$ cat config.mk
export PLATFORM = sky130hd
export DESIGN_NAME = ram_access_ctrl
export DESIGN_NICKNAME = d
export VERILOG_FILES = /design/src/rtl/ram_access_ctrl_pkg.sv /design/src/rtl/ram_access_ctrl.sv
export SDC_FILE = /design/constraint.sdc
export NUM_CORES = 1
export LEC_CHECK = 0
export CORE_MARGIN = 2
export CORE_UTILIZATION = 38
export CTS_BUF_LIST = sky130_fd_sc_hd__clkbuf_4 sky130_fd_sc_hd__clkbuf_8 sky130_fd_sc_hd__clkbuf_16
export DETAILED_ROUTE_END_ITERATION = 16
export GPL_ROUTABILITY_DRIVEN = 0
export GPL_TIMING_DRIVEN = 0
export PLACE_DENSITY = 0.88
export SETUP_SLACK_MARGIN = 0.2
export SLEW_MARGIN = 30
export SYNTH_ARGS = -nofsm -noshare
export SYNTH_HDL_FRONTEND = slang
export SYNTH_SLANG_ARGS = --single-unit
$ cat constraint.sdc
create_clock -name clk -period 2 [get_ports clk]
set_clock_uncertainty 0.15 [all_clocks]
set_input_delay 0.2 -clock clk [delete_from_list [all_inputs] [get_ports clk]]
set_output_delay 0.2 -clock clk [all_outputs]
set_load 0.005 [all_outputs]
$ cat src/rtl/ram_access_ctrl_pkg.sv
// ram_access_ctrl_pkg: shared state encoding and default widths for the RAM access controller.
package ram_access_ctrl_pkg;
    localparam int ADDR_W_DEF = 5;
    localparam int DATA_W_DEF = 32;
    localparam int LEN_W = 2;
    typedef enum logic [1:0] {IDLE, ISSUE, WAIT, RESP} state_t;
endpackage

$ cat src/rtl/ram_access_ctrl.sv
// ram_access_ctrl: valid/ready request/response sequencer for a 32x32 synchronous RAM.
// Define RAM_ACCESS_CTRL_BURST_EN to honour req_len (1-4 beat bursts with address wrap).
module ram_access_ctrl
    import ram_access_ctrl_pkg::*;
#(
    parameter int ADDR_W = ADDR_W_DEF,
    parameter int DATA_W = DATA_W_DEF
) (
    input  logic              clk,
    input  logic              rst,
    input  logic              req_valid,
    output logic              req_ready,
    input  logic              req_we,
    input  logic [ADDR_W-1:0] req_addr,
    input  logic [DATA_W-1:0] req_wdata,
    input  logic [LEN_W-1:0]  req_len,
    output logic              rsp_valid,
    input  logic              rsp_ready,
    output logic [DATA_W-1:0] rsp_rdata,
    output logic              rsp_last,
    output logic              mem_cs,
    output logic              mem_rw,
    output logic [ADDR_W-1:0] mem_addr,
    output logic [DATA_W-1:0] mem_wdata,
    input  logic [DATA_W-1:0] mem_rdata
);
    state_t state, state_n;
    logic we_q;
    logic [ADDR_W-1:0] addr_q;
    logic [DATA_W-1:0] wdata_q;
    logic [DATA_W-1:0] rdata_q;
    logic last;
    logic accept;
`ifdef RAM_ACCESS_CTRL_BURST_EN
    logic [LEN_W-1:0] cnt_q;
    assign last = cnt_q == '0;
`else
    logic unused_len;
    assign unused_len = ^req_len;
    assign last = 1'b1;
`endif
    assign req_ready = (state == IDLE) && !rst;
    assign accept    = req_valid && req_ready;
    assign rsp_valid = state == RESP;
    assign rsp_last  = rsp_valid && last;
    assign rsp_rdata = rdata_q;
    assign mem_cs    = state == ISSUE;
    assign mem_rw    = (state == ISSUE) ? ~we_q : 1'b1;
    assign mem_addr  = addr_q;
    // wdata_q only loads on write requests, so it holds the previous value across reads
    assign mem_wdata = wdata_q;
    always_comb begin
        state_n = state;
        case (state)
            IDLE:    state_n = accept ? ISSUE : IDLE;
            ISSUE:   state_n = we_q ? RESP : WAIT;
            WAIT:    state_n = RESP;
            RESP:    state_n = rsp_ready ? (last ? IDLE : ISSUE) : RESP;
            default: state_n = IDLE;
        endcase
    end
    always_ff @(posedge clk) begin
        if (rst) begin
            state   <= IDLE;
            we_q    <= 1'b0;
            addr_q  <= '0;
            wdata_q <= '0;
            rdata_q <= '0;
`ifdef RAM_ACCESS_CTRL_BURST_EN
            cnt_q   <= '0;
`endif
        end else begin
            state <= state_n;
            if (accept) begin
                we_q   <= req_we;
                addr_q <= req_addr;
                if (req_we) wdata_q <= req_wdata;
`ifdef RAM_ACCESS_CTRL_BURST_EN
                cnt_q  <= req_len;
`endif
            end
            if (state == ISSUE && we_q) rdata_q <= '0;
            if (state == WAIT) rdata_q <= mem_rdata;
`ifdef RAM_ACCESS_CTRL_BURST_EN
            if (state == RESP && rsp_ready && !last) begin
                cnt_q  <= cnt_q - 1'b1;
                addr_q <= addr_q + 1'b1;
            end
`endif
        end
    end
endmodule

==> results of run 1 <==
==> registers in the layout (all words and copies together), names as in the netlist <==
| signal | count |
|---|---|
| mem_addr | 5 |
| mem_wdata | 32 |
| rsp_rdata | 32 |
| state | 2 |
| we_q | 1 |
==> layer usage <==
metal,part of all wire (%),wire length (um)
met5,0,0
met4,2.4,211
met3,7.1,625
met1,41,3556
met2,50,4356
==> power groups by stage <==
stage | combinational, W | clock, W | sequential [W]
final | 0.000609 | 0.000998 | 0.00154
after global placement | 0.000546 | 0 | 0.00156
after detailed placement | 0.000558 | 0 | 0.00157
after CTS | 0.000581 | 0.00102 | 0.00154
after global routing | 0.000660 | 0.00107 | 0.00154
after floorplan | 0.000213 | 0 | 0.00157
==> area by class of cell <==
type	instances	area share (%)
Sequential cell	72	30.91
Inverter	1	0.08034
Multi-Input combinational cell	223	24.72
Buffer	36	5.008
Timing Repair Buffer	158	33.21
Clock inverter	1	0.1071
Clock buffer	12	3.401
Tap cell	96	2.571
==> cells by family after synthesis <==
logic type,after synthesis
simple gates,118
compound gates,105
flops,72
buf+inv,37
==> worst max-delay path, cell delays in order (launching register included) <==
cell and delay (ns):
dfxtp_2 0.33, buf_2 0.14, or4b_4 0.53, buf_6 0.15
buf_6 0.14, o21ai_2 0.14, a21oi_2 0.07
==> worst max-delay path by stage <==
stage | startpoint | end | slack (ns)
final | state[1]$_SDFF_PP0_ | mem_wdata[18]$_SDFFE_PP0P_ | 0.21
after floorplan | state[1]$_SDFF_PP0_ | mem_wdata[11]$_SDFFE_PP0P_ | 0.34
after detailed placement | rst | req_ready | -0.08
after CTS | state[1]$_SDFF_PP0_ | mem_rw | 0.04
after global routing | state[1]$_SDFF_PP0_ | mem_wdata[12]$_SDFFE_PP0P_ | 0.16
after global placement | rst | req_ready | -0.08
==> through the flow <==
stage	area [um2]	total power (W)	hold WS (ns)	util (%)	std cells
detailed placement	4308	0.002125	0.3029	62.71	574
finish	4672	0.003144	0.07934	68.01	599
global route	4672	0.003276	0.1232	68.01	599
CTS	4562	0.003134	0.07143	66.41	596
floorplan	2726	0.001783	0.1456	-	332
global placement	4308	0.002109	0.2923	62.71	574
==> what timing repair did <==
action	in CTS	in global routing
cloned	1	1
pin swaps	2	3
endpoints found under the setup margin	7	64
gates resized for setup	15	47
buffers inserted	8	2
==> cell usage in the layout (no fill, tap or decap), drive strengths merged <==
cell	Yosys	routed
a211oi	3	3
a21oi	70	70
and2	1	1
buf	13	26
clkbuf	23	34
clkdlybuf4s50	0	141
clkinv	0	1
dfxtp	72	72
dlygate4sd2	0	2
dlymetal6s2s	0	3
inv	1	1
nand2	44	44
nand2b	1	1
nand3	64	64
nand3b	1	1
nor2	1	1
nor2b	3	3
nor3	1	1
nor4b	1	1
o21ai	32	32
or4b	1	1
==> flow_summary.ini, run 1 <==
[run_status]
status = complete, no violations

[synthesis]
synth_top_family_by_area = simple AND/OR/NAND/NOR gates
synth_area_um2 = 2726
async_flop_share_pct = 0
synth_compound_area_share_pct = 19.83
synth_common_cells = dfxtp_1, a21oi_1, nand3_1
synth_top_area_cell = dfxtp_1
ys_seq_area_share_pct = 52.87
synthXorXnorAreaFrac_pct = 0
synthDistinctLibCells = 22
synth_nets = 408
synth_edf_count = 0
synthAdderAreaFrac_pct = 0
syn_avg_cell_area_um2 = 8.212
syn-instance-count = 332
synth_top_area_share_pct = 52.87
yosys_most_used_dff = dfxtp_1
synth-simple-area-share_pct = 20.61
muxShareOfSynthArea_pct = 0
yosys.cell_count.top_type = dfxtp_1
ys_ff_latch = 72
ys_top_cells_by_area = dfxtp_1, a21oi_1, nand3_1
ys_warn_count = 0

[layout]
multiInputGateArea_um2 = 1155
insertedDiodeCount = 0
area_growth_pct = 71.36
fillCellCount = 559
drive_gt1_share_pct = 12.72
regArea_um2 = 1444
final_nets = 577

[sta]
fmax_mhz = 559.6
hold_viol = 0
fin_ws_ns = 0.2131
period_minus_slack_ns = 1.787
setup_viol_count_final = 0
slew_headroom_pct = 57.87
drv_slew = 0
setup_tns_ns = 0
rsz0062_at_grt = true
fin_crit_sh_pct = 89.34
tightest_slew_ns = 0.6319

[floorplanning]
io_pins = 150
die_area_um2 = 7869
core_um2 = 6869
die_h_um = 88.71
core.rowCount = 30
die_x_um = 88.71
start_util_pct = 39.69

[route]
drtPass1Iterations = 4
detail-route-antenna-nets = 0
num_vias = 3000
viasPerCell = 5.008
routedWlPerCell_um = 14.61
drc_errors = 0
drt_iter0_markers = 79
wirelength_um = 8750

[power_and_ir_drop]
pwr-share-clk_pct = 31.7
seqPwrFrac_pct = 48.9
p_sw_share_pct = 24.80
intPower_w = 0.002365
ir_worst_vdd_uv = 524.5
p_per_area_nw_per_um2 = 673.0
power.switching_w = 0.0007798
pwr-share-comb_pct = 19.4
leakagePower_nw = 1.661

[global_route]
grt_pass1_wl_um = 13500
overflow = 0
met2_usage_pct = 36.70
grt.total_usage_pct = 22.00
grt_antenna_before_repair = 0
use_met1_pct = 26.64
met3_usage_pct = 5.784
first_global_vias = 2872
busiest_layer = met2
grt_max_degree = 11

[worst_setup_path]
r2r_setup_slack_ns = 0.21
rr_startpoint = state[1]$_SDFF_PP0_
crit_arrival_ns = 1.84
crit_fanout = 10
crit_path_start_kind = register
rr_endpoint = mem_wdata[18]$_SDFFE_PP0P_
end_kind = register
crit_required_ns = 2.05
critical_path_class = reg -> reg
r2r_cells = 6

[clock_tree]
clock-root-buffer = clkbuf_8
ctsHtreeMaxLevel = 3
clkLatencyLatePin_ns = 0.33
cts_sinks = 72
cts.path.max_buffers = 2
clkTransAtPathRegs_ns = 0.07
cts_made_buffers = 9
postCtsHoldBufs = 0
cts_tree = yes

[min_path]
hold_path_end = mem_wdata[22]$_SDFFE_PP0P_
whs_path_depth = 3
holdCritStartpoint = req_we
hold_class = in -> reg

[run]
drv_cap = 0

[place]
dpl.hpwl_um = 6283
portBuffers = 146
pre_cts_ws_ns = -0.07922
Note: power is estimated with default switching activity, not from simulation.
==> inputs of run 2 (changes only) <==
- CAP_MARGIN: unset -> 10
==> results of run 2 <==
No change in the layout: final DEF, timing and power equal those of run 1.
